===== config.mk =====
export PLATFORM = sky130hd
export DESIGN_NAME = cam_line_packer
export DESIGN_NICKNAME = d
export VERILOG_FILES = /design/src/rtl/cam_line_packer.sv
export SDC_FILE = /design/constraint.sdc
export NUM_CORES = 1
export LEC_CHECK = 0
export ABC_AREA = 0
export BUFFER_PORTS_ARGS = -buffer_cell sky130_fd_sc_hd__buf_4
export CELL_PAD_IN_SITES_DETAIL_PLACEMENT = 1
export CELL_PAD_IN_SITES_GLOBAL_PLACEMENT = 2
export CORE_MARGIN = 10
export CORE_UTILIZATION = 37
export DETAILED_ROUTE_END_ITERATION = 12
export PLACE_DENSITY_LB_ADDON = 0.1
export SETUP_SLACK_MARGIN = 0.15
export SLEW_MARGIN = 20
export SYNTH_ARGS = -nofsm -noshare
export SYNTH_HDL_FRONTEND = slang
export SYNTH_SLANG_ARGS = --single-unit

===== constraint.sdc =====
create_clock -name clk -period 7.1 [get_ports clk]
set_input_delay 1.065 -clock clk [delete_from_list [all_inputs] [get_ports clk]]
set_output_delay 1.065 -clock clk [all_outputs]
set_load 0.01 [all_outputs]

===== src/rtl/cam_line_packer.sv =====
// Camera line packer: samples vsync/hsync/pixels and packs them into FIFO words.
// Define CAM_LINE_PACKER_BIG_ENDIAN_EN to place the first pixel in the top lane.
module cam_line_packer #(
  parameter int PIX_W  = 8,
  parameter int DATA_W = 32,
  parameter int LINE_W = 16
) (
  input  logic              clk,
  input  logic              rst_n,
  input  logic              i_enable,
  input  logic [LINE_W-1:0] i_line_count,
  input  logic              i_vsync,
  input  logic              i_hsync,
  input  logic [PIX_W-1:0]  i_pix_data,
  input  logic [1:0]        i_wr_ready,
  output logic [1:0]        o_wr_activate,
  input  logic [23:0]       i_wr_size,
  output logic              o_wr_stb,
  output logic [DATA_W-1:0] o_wr_data,
  output logic              o_busy,
  output logic              o_captured,
  output logic [LINE_W-1:0] o_lines,
  output logic              o_overflow,
  output logic [LINE_W-1:0] o_dropped
);
  localparam int PPW = DATA_W / PIX_W;
  localparam int KW  = (PPW > 1) ? $clog2(PPW) : 1;
  localparam logic [KW-1:0] K_LAST = KW'(PPW - 1);

  typedef enum logic [2:0] {
    S_IDLE, S_WFRAME, S_WLINE, S_CAPT,
    S_FLUSH, S_DROP, S_DONE
  } state_t;

  state_t r_state, w_next;

  logic              r_vs_q, r_hs_q;
  logic [KW-1:0]     r_k;
  logic [23:0]       r_wcnt;
  logic              r_full;
  logic [DATA_W-1:0] r_pack;

  logic              w_vs_rise, w_hs_rise;
  logic              w_room, w_last, w_budget, w_end;
  logic [KW-1:0]     w_lane;
  logic [DATA_W-1:0] w_ins;
  logic [LINE_W-1:0] w_lines_inc, w_drop_inc;
  logic              w_claim, w_store, w_flush;
  logic              w_release, w_drop_end, w_fstart;

  assign w_vs_rise = i_vsync & ~r_vs_q;
  assign w_hs_rise = i_hsync & ~r_hs_q;
  assign w_room    = r_wcnt < i_wr_size;
  assign w_last    = r_k == K_LAST;

`ifdef CAM_LINE_PACKER_BIG_ENDIAN_EN
  assign w_lane = K_LAST - r_k;
`else
  assign w_lane = r_k;
`endif

  assign w_ins = r_pack |
    (DATA_W'(i_pix_data) << (PIX_W * int'(w_lane)));

  assign w_lines_inc = (&o_lines) ? o_lines
                     : o_lines + LINE_W'(1);
  assign w_drop_inc  = (&o_dropped) ? o_dropped
                     : o_dropped + LINE_W'(1);
  assign w_budget = (i_line_count != '0) &&
                    (w_lines_inc == i_line_count);
  assign w_end    = w_budget | ~i_vsync;

  assign o_busy     = r_state != S_IDLE;
  assign o_captured = r_state == S_DONE;

  always_ff @(posedge clk or negedge rst_n) begin
    if (!rst_n) r_state <= S_IDLE;
    else        r_state <= w_next;
  end

  always_comb begin
    w_next     = r_state;
    w_claim    = 1'b0;
    w_store    = 1'b0;
    w_flush    = 1'b0;
    w_release  = 1'b0;
    w_drop_end = 1'b0;
    w_fstart   = 1'b0;
    unique case (r_state)
      S_IDLE: if (i_enable) w_next = S_WFRAME;
      S_WFRAME: begin
        if (!i_enable) begin
          w_next = S_IDLE;
        end else if (w_vs_rise) begin
          w_fstart = 1'b1;
          w_next   = S_WLINE;
        end
      end
      S_WLINE: begin
        if (!i_vsync) begin
          w_next = S_DONE;
        end else if (w_hs_rise) begin
          if (|i_wr_ready) begin
            w_claim = 1'b1;
            w_store = 1'b1;
            w_next  = S_CAPT;
          end else begin
            w_next = S_DROP;
          end
        end
      end
      S_CAPT: begin
        // vsync dropping mid-line closes the line like hsync
        if (!i_hsync || !i_vsync) begin
          w_flush = 1'b1;
          w_next  = S_FLUSH;
        end else begin
          w_store = 1'b1;
        end
      end
      S_FLUSH: begin
        w_release = 1'b1;
        w_next    = w_end ? S_DONE : S_WLINE;
      end
      S_DROP: begin
        if (!i_hsync || !i_vsync) begin
          w_drop_end = 1'b1;
          w_next     = w_end ? S_DONE : S_WLINE;
        end
      end
      S_DONE: w_next = i_enable ? S_WFRAME : S_IDLE;
      default: w_next = S_IDLE;
    endcase
  end

  always_ff @(posedge clk or negedge rst_n) begin
    if (!rst_n) begin
      r_vs_q        <= 1'b0;
      r_hs_q        <= 1'b0;
      r_k           <= '0;
      r_wcnt        <= '0;
      r_full        <= 1'b0;
      r_pack        <= '0;
      o_wr_activate <= '0;
      o_wr_stb      <= 1'b0;
      o_wr_data     <= '0;
      o_lines       <= '0;
      o_overflow    <= 1'b0;
      o_dropped     <= '0;
    end else begin
      r_vs_q   <= i_vsync;
      r_hs_q   <= i_hsync;
      o_wr_stb <= 1'b0;
      if (w_fstart) begin
        o_lines    <= '0;
        o_dropped  <= '0;
        o_overflow <= 1'b0;
      end
      if (w_claim)
        o_wr_activate <= i_wr_ready[0] ? 2'b01 : 2'b10;
      if (w_store && !r_full) begin
        if (w_last) begin
          r_pack <= '0;
          r_k    <= '0;
          if (w_room) begin
            o_wr_stb  <= 1'b1;
            o_wr_data <= w_ins;
            r_wcnt    <= r_wcnt + 24'd1;
          end else begin
            o_overflow <= 1'b1;
            r_full     <= 1'b1;
          end
        end else begin
          r_pack <= w_ins;
          r_k    <= r_k + KW'(1);
        end
      end
      if (w_flush && r_k != '0) begin
        r_pack <= '0;
        r_k    <= '0;
        if (w_room) begin
          o_wr_stb  <= 1'b1;
          o_wr_data <= r_pack;
          r_wcnt    <= r_wcnt + 24'd1;
        end else begin
          o_overflow <= 1'b1;
        end
      end
      if (w_release) begin
        o_wr_activate <= '0;
        o_lines       <= w_lines_inc;
        r_k           <= '0;
        r_wcnt        <= '0;
        r_full        <= 1'b0;
        r_pack        <= '0;
      end
      if (w_drop_end) begin
        o_lines   <= w_lines_inc;
        o_dropped <= w_drop_inc;
      end
    end
  end
endmodule


==> results of run 1 <==
Yosys cell counts (7+ instances only):
cell      instances
nand3_1          21
nor3_1           12
xnor2_1          14
a21o_1           14
inv_1            44
dfrtp_1         132
xor2_1           11
or3_1             7
o21ai_0          69
a21oi_1         115
and3_1           13
and4_1            8
nand2_1          89
clkbuf_1         31
nor2_1           98
nor4_1            7
nand4_1          28
buf_1             8
mux2i_1           7
nand2b_1          8
and2_1            9
ha_1             28
flip-flops by register name (all words and copies together), names as in the netlist:
| register | count |
|---|---|
| r_hs_q | 1 |
| r_wcnt | 24 |
| r_pack | 32 |
| o_wr_stb | 1 |
| r_full | 1 |
| o_wr_data | 32 |
| o_wr_activate | 2 |
| r_vs_q | 1 |
| o_dropped | 16 |
| r_state | 3 |
| o_overflow | 1 |
| r_k | 2 |
| o_lines | 16 |
power groups by stage:
stage / sequential [µW] / combinational, µW / clock (µW)
final: 1170 / 978 / 922
after detailed placement: 1180 / 991 / 0
after CTS: 1170 / 999 / 938
after floorplan: 1150 / 569 / 0
after global placement: 1170 / 940 / 0
after global routing: 1200 / 1110 / 978
final cells by class:
class                           instances  area, µm²
Inverter                               44        165
Tap cell                              265        332
Sequential cell                       132       3300
Timing Repair Buffer                  130        980
Clock buffer                           18        439
Clock inverter                         14        176
Multi-Input combinational cell        633       3720
Fill cell                            2322      10400
cells by family after synthesis:
logic type,after synthesis
simple gates,321
compound gates,247
flops,132
buf+inv,89
fa+ha+maj,28
xor+xnor,25
mux,12
stage by stage:
step / instance area (µm²) / util
finish: 9110 / 0.467
global route: 9110 / 0.467
CTS: 9110 / 0.467
detailed placement: 8500 / 0.435
global placement: 8500 / 0.435
floorplan: 7370 / -
worst max-delay path, stage by stage:
cell	delay, ns
buf_4	0.11
nor2b_1	0.20
or4b_1	0.61
a211o_1	0.36
a21o_1	0.26
a21o_2	0.22
buf_4	0.33
or4_1	0.59
a21oi_1	0.15
routing by layer:
layer / part of all wire / routed length [µm]
met5: 0 / 0
met3: 0.044 / 1040
met2: 0.49 / 11700
met4: 0.015 / 361
met1: 0.45 / 10700
final timing paths:
kind | start | endpoint | slack, ns | depth (start not counted)
worst min-delay path | o_wr_data[16]$_DFF_PN0_ | o_wr_data[16]$_DFF_PN0_ | 0.48 | 2
worst max register to register | r_state[0]$_DFFE_PN0P_ | r_wcnt[23]$_DFF_PN0_ | 3.63 | 8
min in group asynchronous | rst_n | r_wcnt[10]$_DFF_PN0_ | 0.70 | 1
max in group asynchronous | rst_n | r_pack[7]$_DFFE_PN0P_ | 5.20 | 2
worst min register to register | o_wr_data[16]$_DFF_PN0_ | o_wr_data[16]$_DFF_PN0_ | 0.48 | 2
worst max-delay path | i_hsync | r_wcnt[23]$_DFF_PN0_ | 3.51 | 9
==> metrics.md, run 1 <==
| Metric | Value |
|---|---|
| Post-synth cell types | `between 50 and 60` |
| Initial DRC Count | `374` |
| YS warnings | `0` |
| Die span in x | `161 µm` |
| Number of antenna diodes | `0` |
| Sw Ratio | `0.367` |
| Mapped Cells | `854` |
| Antenna violations before repair | `0` |
| Clk slew on worst S/H paths | `0.06 ns` |
| Commonest non-fill, non-tap cell in the layout | `dfrtp_1` |
| Clk network pwr share | `0.300` |
| HP Class | `reg2reg` |
| Min Hold Slack | `around 0.48 ns` |
| Final setup vio count | `0` |
| PnR worst setup slack | `~3.5 ns` |
| Final Skew | `0.0103 ns` |
| Yosys top cell by area | `dfrtp_1` |
| Setup_tns | `0 ns` |
| Critical path class | `in2reg` |
| Total gr overflow | `0` |
| Seq pwr share | `0.381` |
| Compound-Gate Fraction of Synth Area | `0.198` |
| Most frequent cells in the layout | `dfrtp_1 (132), buf_4 (129), a21oi_1 (115)` |
| Main synth FF type | `dfrtp_1` |
| Pre-Repair DR Iteration Count | `4` |
| Unrepaired setup endpoints after global routing | `no` |
| Gr usage total | `0.181` |
| RePlAce Congestion | `0.893` |
| GRT Max-Usage Layer | `met2` |
| H-tree depth | `4` |
| Global Route met3 Usage | `0.0440` |
| Vias in the first global route | `about 7300` |
| Cell row count | `51` |
| Slew Limit Fails | `0` |
| CP arrival | `between 3 and 4 ns` |
| XOR/XNOR Fraction of Synth Area | `0.0297` |
| Tot Pwr | `approximately 3000 µW` |
| Avg WL per Cell | `19.2 µm` |
| Die footprint | `around 26000 µm²` |
| Simple-Gate Fraction of Synth Area | `0.211` |
| Post-synthesis adder-cell area fraction | `0.0476` |
| Via count | `6798` |
| Syn Nets | `937` |
| Skew-Pair Late Insertion Delay | `0.42 ns` |
| # nets final | `1041` |
| Share of layout cells above drive strength 1 | `0.185` |
| CTS tree | `built` |
| Vias/cell | `~5.5` |
| First-pass GRT wire length | `38800 µm` |
| Cell leakage power | `0.00431 µW` |
| Post_cts resized | `0` |
| Avg Cell Area, Syn | `around 8.6 µm²` |
| Fin cells | `1236` |
| WP data required | `7.44 ns` |
| Crit share post-route | `0.505` |
| Status | `complete, no violations` |
| Top post-synthesis cells by area | `dfrtp_1 (45%), a21oi_1 (7.8%), nor2_1 (5.0%)` |
| Worst slew pin tran | `1.08 ns` |
| Largest net degree at the start of global routing | `83` |
| Seq/Total Area, Yosys | `0.448` |
| Die Span Y | `161 µm` |
| Post-route DRC violation count | `0` |
| Power per cell area | `337 nW/µm²` |
| Post-CTS Setup Inserts | `0` |
| Hpwl dp | `between 15000 and 20000 µm` |
| Hold_buf cts | `0` |
| Critical Path Sink Type | `flop` |
| Core box area | `slightly below 20000 µm²` |
| Crit Path Max Fanout | `82` |
| GR Util met2 | `0.303` |
| Startpoint Class | `primary input` |
| Post-Place Worst Slack | `3.13 ns` |
| CTS Buf Count | `17` |
| Max-cap violation count | `0` |
| Synth-to-Final Area Change | `23.7%` |
| Post-synth EDFFs | `0` |
| Logic pwr share | `0.319` |
| CTS max path bufs | `2` |
| Clock root buffer | `clkbuf_16` |
| Largest family of logic cells by synthesized area | `simple AND/OR/NAND/NOR gates` |
| Post-route ant nets | `0` |
| Multiplexer share of the synthesized area | `0.0172` |
| M1 GR Usage | `0.226` |
| #FFs+latches synth | `132` |
| Peak VDD IR | `~0.00015 V` |
| Synthesized cell area | `between 7000 and 8000 µm²` |
| Boundary pin count | `~130` |
| Initial Utilization | `0.377` |
| Psw | `around 1100 µW` |
| IO buf count | `124` |
| Placed insts | `about 1200` |
| Fin. Hold Viols | `0` |
| FFs w/ async S/R, synth | `1.00` |
| Tmin final | `3.59 ns` |
| Power Internal | `1940 µW` |
| Final WL | `23700 µm` |
| Max Clock Freq | `roughly 280 MHz` |
| Slew headroom | `0.274` |
| Clock tree sinks | `132` |
| Synth top area share | `0.448` |
Power figures use the tool's default switching activity.
==> run 2: changes to the inputs <==
--- a/config.mk
+++ b/config.mk
@@ -5,12 +5,12 @@
 export SDC_FILE = /design/constraint.sdc
 export NUM_CORES = 1
 export LEC_CHECK = 0
-export ABC_AREA = 0
+export ABC_AREA = 1
 export BUFFER_PORTS_ARGS = -buffer_cell sky130_fd_sc_hd__buf_4
 export CELL_PAD_IN_SITES_DETAIL_PLACEMENT = 1
 export CELL_PAD_IN_SITES_GLOBAL_PLACEMENT = 2
 export CORE_MARGIN = 10
-export CORE_UTILIZATION = 37
+export CORE_UTILIZATION = 30
 export DETAILED_ROUTE_END_ITERATION = 12
 export PLACE_DENSITY_LB_ADDON = 0.1
 export SETUP_SLACK_MARGIN = 0.15
==> constraint.sdc (replaced) <==
create_clock -name clk -period 3.1 [get_ports clk]
set_input_delay 0.465 -clock clk [delete_from_list [all_inputs] [get_ports clk]]
set_output_delay 0.465 -clock clk [all_outputs]
set_load 0.01 [all_outputs]
==> run 2 against run 1 <==
  * Die area grew 27%
  * Cell count grew 24%
  * Clock skew grew 0.0070 ns
  * Wire length grew 13%
  * Non-clock buffer count grew 14
  * Global-route usage shrank 1.7 points
  * Clock-buffer cell count grew 1
  * Sequential share of layout area shrank 2.6 points
  * Sequential power grew 130%
  * Core utilization shrank 8.7 points
  * Hold slack lost 0.47 ns
  * Synthesized area grew 6.6%
  * Largest cell class unchanged
  * Largest power group is now combinational cells
==> metrics.md, run 2 <==
| Metric | Value |
|---|---|
| Status | `complete, no violations` |
| Unrepaired setup endpoints after global routing | `no` |
| XOR/XNOR Fraction of Synth Area | `0.0190 (-0.0108)` |
| Synth top area share | `0.421 (-0.0279)` |
| Post-CTS Setup Inserts | `0 (unchanged)` |
| Critical Path Sink Type | `flop` |
| Gr usage total | `0.164 (-0.0169)` |
| Peak VDD IR | `0.000388 V (+150%)` |
| Pre-Repair DR Iteration Count | `4 (unchanged)` |
| CTS tree | `built` |
| Die footprint | `33100 µm² (+27%)` |
| YS warnings | `0 (unchanged)` |
| Post_cts resized | `0 (unchanged)` |
| #FFs+latches synth | `132 (unchanged)` |
| RePlAce Congestion | `0.782 (-12%)` |
| Post-route ant nets | `0 (unchanged)` |
| Final non-filler cell area | `9830 µm² (+7.9%)` |
| Reg2reg end | `r_state[2]$_DFFE_PN0P_` |
| Yosys top cell by area | `dfrtp_1` |
| Met1 wire length | `12600 µm (+18%)` |
| Placed cell area | `9250 µm² (+8.9%)` |
| Final WL | `26800 µm (+13%)` |
| Tmin final | `2.51 ns` |
| Placed insts | `1495 (+24%)` |
| Max-cap violation count | `0 (unchanged)` |
| Min Hold Slack | `0.0113 ns (-0.469 ns)` |
| Fin cells | `1527 (+24%)` |
| Met2 WL | `12800 µm (+9.4%)` |
| Die span in x | `182 µm (+13%)` |
| Tot Pwr | `7610 µW (+150%)` |
| Core box area | `25900 µm² (+33%)` |
| HP Class | `in2async` |
| H-tree depth | `4 (unchanged)` |
| Main synth FF type | `dfrtp_1` |
| Compound-Gate Fraction of Synth Area | `0.150 (-0.0472)` |
| Seq pwr share | `0.351 (-0.030)` |
| CTS Buf Count | `17 (unchanged)` |
| Share of layout cells above drive strength 1 | `0.183 (-0.00249)` |
| Number of antenna diodes | `0 (unchanged)` |
| Crit Path Max Fanout | `7 (-91%)` |
| Top post-synthesis cells by area | `dfrtp_1 (42%), o21ai_0 (9.7%), nand2_1 (7.8%)` |
| Setup crit end | `r_state[2]$_DFFE_PN0P_` |
| Vias in the first global route | `8225 (+13%)` |
| Commonest non-fill, non-tap cell in the layout | `nand2_1` |
| Initial Utilization | `0.303 (-0.0741)` |
| Logic pwr share | `0.381 (+0.062)` |
| CTS max path bufs | `2 (unchanged)` |
| Startpoint Class | `flop` |
| Cell leakage power | `0.00487 µW (+13%)` |
| Clock tree sinks | `132 (unchanged)` |
| Largest net degree at the start of global routing | `62 (-25%)` |
| CP startpoint | `o_lines[0]$_DFFE_PN0P_` |
| Crit share post-route | `0.811` |
| Mapped Cells | `1051 (+23%)` |
| Synth-to-Final Area Change | `25.2%` |
| Worst slew pin tran | `0.628 ns (-0.457 ns)` |
| Initial DRC Count | `358 (-4.3%)` |
| Antenna violations before repair | `0 (unchanged)` |
| Boundary pin count | `125 (unchanged)` |
| Clk slew on worst S/H paths | `0.07 ns (about the same)` |
| Seq/Total Area, Yosys | `0.421 (-0.0279)` |
| List of most frequent post-synthesis cells | `nand2_1 (164), o21ai_0 (153), inv_1 (142)` |
| Syn Nets | `1134 (+21%)` |
| Clock root buffer | `clkbuf_16` |
| Final Skew | `0.0173 ns (+0.00705 ns)` |
| First-pass GRT wire length | `44300 µm (+14%)` |
| FFs w/ async S/R, synth | `1.00 (unchanged)` |
| Worst Reg-to-Reg Cells | `17 (+9)` |
| Post-synthesis adder-cell area fraction | `0.0446 (-0.00296)` |
| Simple-Gate Fraction of Synth Area | `0.272 (+0.0613)` |
| Largest family of logic cells by synthesized area | `simple AND/OR/NAND/NOR gates` |
| Power per cell area | `774 nW/µm² (+130%)` |
| Skew-Pair Late Insertion Delay | `0.43 ns (about the same)` |
| # nets final | `1262 (+21%)` |
| Multiplexer share of the synthesized area | `0 (-0.0172)` |
| WL met3 | `1050 µm (+0.86%)` |
| Die Span Y | `182 µm (+13%)` |
| Post-route DRC violation count | `0 (unchanged)` |
| Most frequent cells in the layout | `nand2_1 (164), o21ai_0 (153), inv_1 (142)` |
| IO buf count | `124 (unchanged)` |
| Top sig layer | `met4` |
| Hold_buf cts | `0 (unchanged)` |
| Fill cells | `3185 (+37%)` |
| Biggest regs | `o_wr_data x32, r_pack x32, r_wcnt x24` |
| Reg2Reg Setup Slack | `0.59 ns (-3.04 ns)` |
| Most frequent cell after synthesis | `nand2_1` |
| Clk network pwr share | `0.268 (-0.032)` |
| Final setup vio count | `0 (unchanged)` |
| Power Internal | `4520 µW (+130%)` |
| Area of the multi-input gates | `3830 µm² (+3.0%)` |
| Max Clock Freq | `398 MHz` |
| Avg WL per Cell | `17.5 µm (-8.7%)` |
| Hpwl dp | `19700 µm (+15%)` |
| Post-synth cell types | `42 (-26%)` |
| Sw Ratio | `0.406 (+0.0388)` |
| Vias/cell | `4.91 (-11%)` |
| Synthesized cell area | `7850 µm² (+6.6%)` |
| Cell row count | `59 (+16%)` |
| Worst R2R Start | `o_lines[0]$_DFFE_PN0P_` |
| Setup_tns | `0 ns (unchanged)` |
| Total gr overflow | `0 (unchanged)` |
| Critical path class | `reg2reg` |
| Slew Limit Fails | `0 (unchanged)` |
| Slew headroom | `0.582 (+0.307)` |
| Via count | `7502 (+10%)` |
| Sequential cell area | `3300 µm² (unchanged)` |
| Post-synth EDFFs | `0 (unchanged)` |
| Fin. Hold Viols | `0 (unchanged)` |
| Psw | `3090 µW (+170%)` |
| WP data required | `3.45 ns (-3.99 ns)` |
| Avg Cell Area, Syn | `7.47 µm² (-13%)` |
| CP arrival | `2.87 ns (-1.05 ns)` |
run 2: layout make-up:
cell class	instances	share of cell area
Clock inverter	13	0.0143
Timing Repair Buffer	144	0.115
Sequential cell	132	0.336
Tap cell	335	0.0426
Multi-Input combinational cell	735	0.390
Clock buffer	19	0.0450
Inverter	149	0.0569
run 2: stage by stage:
step,worst slack (ns),utilization
final,0.585,0.379
after global routing,0.256,0.379
after CTS,0.564,0.379
after detailed placement,0.439,0.357
after global placement,0.540,0.357
after floorplan,0.860,-
run 2: worst min-delay path by stage:
stage                                            to  slack [ns]                    start
after global placement      o_wr_data[15]$_DFF_PN0_        0.49  o_wr_data[15]$_DFF_PN0_
final                     o_dropped[10]$_DFFE_PN0P_        0.01                    rst_n
after CTS                 o_dropped[10]$_DFFE_PN0P_        0.04                    rst_n
after detailed placement  o_dropped[10]$_DFFE_PN0P_        0.50                    rst_n
after floorplan            o_dropped[0]$_DFFE_PN0P_        0.17                    rst_n
after global routing      o_dropped[10]$_DFFE_PN0P_        0.04                    rst_n
run 2: critical path, cell delays in order, from the launching register on:
cell,delay [ns]
dfrtp_1,0.50
ha_1,0.28
nand2_2,0.08
nor2_4,0.16
nand2_4,0.09
o21ai_0,0.27
nand2_1,0.12
nand2_1,0.08
nand2_1,0.05
nor2_1,0.19
nand3_1,0.10
nor2_1,0.14
nand2_1,0.08
nand2_1,0.08
nand2_1,0.05
nand2_1,0.05
nand2_1,0.04
nand2_1,0.07
run 2: power by group through the flow:
| stage | registers, µW | logic (µW) | clock network [µW] |
|---|---|---|---|
| finish | 2680 | 2900 | 2040 |
| global route | 2760 | 3340 | 2200 |
| CTS | 2690 | 2970 | 2100 |
| detailed placement | 2710 | 2950 | 0 |
| global placement | 2710 | 2900 | 0 |
| floorplan | 2730 | 1560 | 0 |
run 2: cell families (layout without fill, tap and decap cells):
logic type / after synthesis / after routing
xor+xnor: 17 / 17
buf+inv: 184 / 325
flops: 132 / 132
fa+ha+maj: 28 / 28
simple gates: 463 / 463
compound gates: 227 / 227
run 2: layer usage:
layer | GRT usage | vias to the layer above
met2 | 0.276 | 121
li1 | - | 3713
met1 | 0.209 | 3649
met4 | 0.0394 | 0
met3 | 0.0354 | 19
met5 | 0 | -
==> run 3: changes to the inputs <==
==> constraint.sdc (replaced) <==
create_clock -name clk -period 2.18 [get_ports clk]
set_input_delay 0.327 -clock clk [delete_from_list [all_inputs] [get_ports clk]]
set_output_delay 0.327 -clock clk [all_outputs]
set_load 0.01 [all_outputs]
==> run 3 against run 2 <==
  * The flow now finishes with violations (setup timing)
  * Hold slack gained 0.046 ns
  * First-iteration DRC count grew 7.3%
  * Clock power grew 43%
  * Critical endpoint is now o_wr_data[16]$_DFF_PN0_
==> metrics.md, run 3 (synthesis gave the netlist of run 2 again) <==
| Metric | Value |
|---|---|
| Initial DRC Count | `384 (+7.3%)` |
| Final WL | `28300 µm (+5.7%)` |
| Fin. Hold Viols | `0 (unchanged)` |
| CTS tree | `built` |
| Fill cells | `3190 (+0.16%)` |
| Power Internal | `6810 µW (+51%)` |
| Crit share post-route | `1.01 (+0.198)` |
| Worst slew pin tran | `0.590 ns (-0.0378 ns)` |
| CP startpoint | `r_wcnt[19]$_DFF_PN0_` |
| Slowest library cell on the worst path | `dfrtp_1` |
| CTS max path bufs | `2 (unchanged)` |
| Placed cell area | `9820 µm² (+6.2%)` |
| Synth-to-Final Area Change | `41.1%` |
| Initial Utilization | `0.303 (unchanged)` |
| Final setup vio count | `19 (+19)` |
| Hpwl dp | `20600 µm (+4.2%)` |
| Core box area | `25900 µm² (unchanged)` |
| Largest net degree at the start of global routing | `68 (+9.7%)` |
| Sw Ratio | `0.407 (+0.000452)` |
| Cell row count | `59 (unchanged)` |
| Peak VDD IR | `0.000501 V (+29%)` |
| Power per cell area | `1040 nW/µm² (+34%)` |
| First-pass GRT wire length | `45500 µm (+2.7%)` |
| Clk slew on worst S/H paths | `0.07 ns (about the same)` |
| Slowest stage delay, CP | `0.42 ns (-0.08 ns)` |
| Slew Limit Fails | `0 (unchanged)` |
| Seq pwr share | `0.329 (-0.022)` |
| Via count | `7892 (+5.2%)` |
| Failing checks | `setup timing` |
| Logic pwr share | `0.417 (+0.036)` |
| Tmin final | `2.20 ns (-0.315 ns)` |
| Slew headroom | `0.604 (+0.0221)` |
| Total gr overflow | `0 (unchanged)` |
| Unrepaired setup endpoints after global routing | `yes` |
| CP arrival | `2.49 ns (-0.38 ns)` |
| Most frequent cells in the layout | `buf_4 (214), nand2_1 (146), inv_1 (141)` |
| Worst R2R Start | `r_wcnt[19]$_DFF_PN0_` |
| Status | `finished, violations left` |
| Final non-filler cell area | `11100 µm² (+13%)` |
| Clk network pwr share | `0.254 (-0.014)` |
| CTS Buf Count | `17 (unchanged)` |
| PnR worst setup slack | `-0.0194 ns (-0.605 ns)` |
| IO buf count | `124 (unchanged)` |
| Boundary pin count | `125 (unchanged)` |
| Share of layout cells above drive strength 1 | `0.309 (+0.126)` |
| WP data required | `2.48 ns (-0.97 ns)` |
| Gr usage total | `0.168 (+0.00411)` |
| Psw | `4670 µW (+51%)` |
| Max-cap violation count | `0 (unchanged)` |
| Startpoint Class | `flop` |
| Critical path class | `reg2reg` |
| RePlAce Congestion | `0.813 (+4.0%)` |
| Die footprint | `33100 µm² (unchanged)` |
| Number of antenna diodes | `0 (unchanged)` |
| Skew-Pair Late Insertion Delay | `0.43 ns (about the same)` |
| Final Skew | `0.0136 ns (-0.00373 ns)` |
| Hold Startpoint | `i_hsync` |
| Vias/cell | `4.89 (-0.53%)` |
| Commonest non-fill, non-tap cell in the layout | `buf_4` |
| Antenna violations before repair | `0 (unchanged)` |
| Die Span Y | `182 µm (unchanged)` |
| Die span in x | `182 µm (unchanged)` |
| Clock root buffer | `clkbuf_16` |
| Crit Path Max Fanout | `32 (+25)` |
| Critical-path cell list | `ha_4, a21oi_2, o21ai_1, nand2_1, o211ai_1, a21oi_2, nand3_4, buf_12, nor2_1, nor2_1, o21ai_1, o21ai_0` |
| Vias in the first global route | `8436 (+2.6%)` |
| Biggest regs | `o_wr_data x32, r_pack x32, r_wcnt x24` |
| Clock tree sinks | `132 (unchanged)` |
| Critical Path Sink Type | `flop` |
| Post-route DRC violation count | `0 (unchanged)` |
| Reg2Reg Setup Slack | `-0.02 ns (-0.60 ns)` |
| Avg WL per Cell | `17.5 µm (about the same)` |
| Setup_tns | `-0.177 ns (-0.177 ns)` |
| Cell leakage power | `0.00549 µW (+13%)` |
| Post-route ant nets | `0 (unchanged)` |
| Max Clock Freq | `455 MHz (+14%)` |
| HP Class | `in2reg` |
| Pre-Repair DR Iteration Count | `4 (unchanged)` |
| # nets final | `1350 (+7.0%)` |
| H-tree depth | `4 (unchanged)` |
==> run 3: cell types whose count changed in the layout (fill, tap and decap cells not counted), sizes merged <==
| cell | before | now |
|---|---|---|
| inv | 156 | 157 |
| clkinvlp | 2 | 1 |
| dlygate4sd3 | 0 | 1 |
| buf | 144 | 231 |
==> run 3: critical path, delay by kind of cell (launching register included) <==
family,cells,cell delay [ns]
flip-flops,1,0.42
adder cells (fa/ha/maj),1,0.23
AO/OA/AOI/OAI,6,0.77
AND/OR/NAND/NOR,4,0.40
buffers and inverters,1,0.22
==> run 3: worst paths after layout <==
check,to,cells past startpoint
max,o_wr_data[16]$_DFF_PN0_,12
min,r_hs_q$_DFF_PN0_,1
max reg2reg,o_wr_data[16]$_DFF_PN0_,12
min reg2reg,o_wr_data[19]$_DFF_PN0_,2
max in group asynchronous,r_wcnt[9]$_DFF_PN0_,3
min in group asynchronous,o_dropped[11]$_DFFE_PN0P_,2
==> run 3: area by class of cell <==
type / instances / area, µm² / share of cell area
Timing Repair Buffer: 232 / 1880 / 0.169
Tap cell: 335 / 419 / 0.0378
Multi-Input combinational cell: 735 / 4330 / 0.390
Inverter: 149 / 569 / 0.0514
Clock inverter: 13 / 138 / 0.0124
Sequential cell: 132 / 3310 / 0.299
Clock buffer: 19 / 443 / 0.0400
==> run 3: metrics by stage <==
| step | hold slack (ns) | util | setup slack, ns | power (µW) | cells |
|---|---|---|---|---|---|
| floorplan | 0.0314 | - | 0.149 | 6110 | 1051 |
| global placement | 0.309 | 0.379 | -0.0745 | 8220 | 1566 |
| detailed placement | 0.312 | 0.379 | -0.132 | 8280 | 1566 |
| CTS | 0.0388 | 0.413 | -0.00607 | 11400 | 1603 |
| global route | 0.0419 | 0.428 | -0.246 | 12300 | 1615 |
| finish | 0.0576 | 0.428 | -0.0194 | 11500 | 1615 |
==> run 3: repair_timing <==
item / in CTS / in global routing
cloned: 0 / 0
hold buffers: 1 / 0
resized for setup: 80 / 77
pin swaps: 20 / 33
endpoints found under the setup margin: 84 / 107
hold endpoints to repair: 44 / 0
buffers inserted: 4 / 12
==> run 3: power groups by stage <==
stage / Sequential, µW / Clock, µW / Combinational, µW
5_1_grt: 3880 / 3110 / 5360
3_5_place_dp: 3770 / 0 / 4510
6_report: 3770 / 2920 / 4790
2_1_floorplan: 3890 / 0 / 2220
4_1_cts: 3760 / 3000 / 4670
3_3_place_gp: 3770 / 0 / 4450
==> run 3: metal layers <==
metal | track usage | up-vias | routed length, µm
met2 | 0.274 | 115 | 13500
met3 | 0.0326 | 23 | 1040
met5 | 0 | - | 0
li1 | - | 3897 | -
met1 | 0.222 | 3857 | 13300
met4 | 0.0452 | 0 | 412
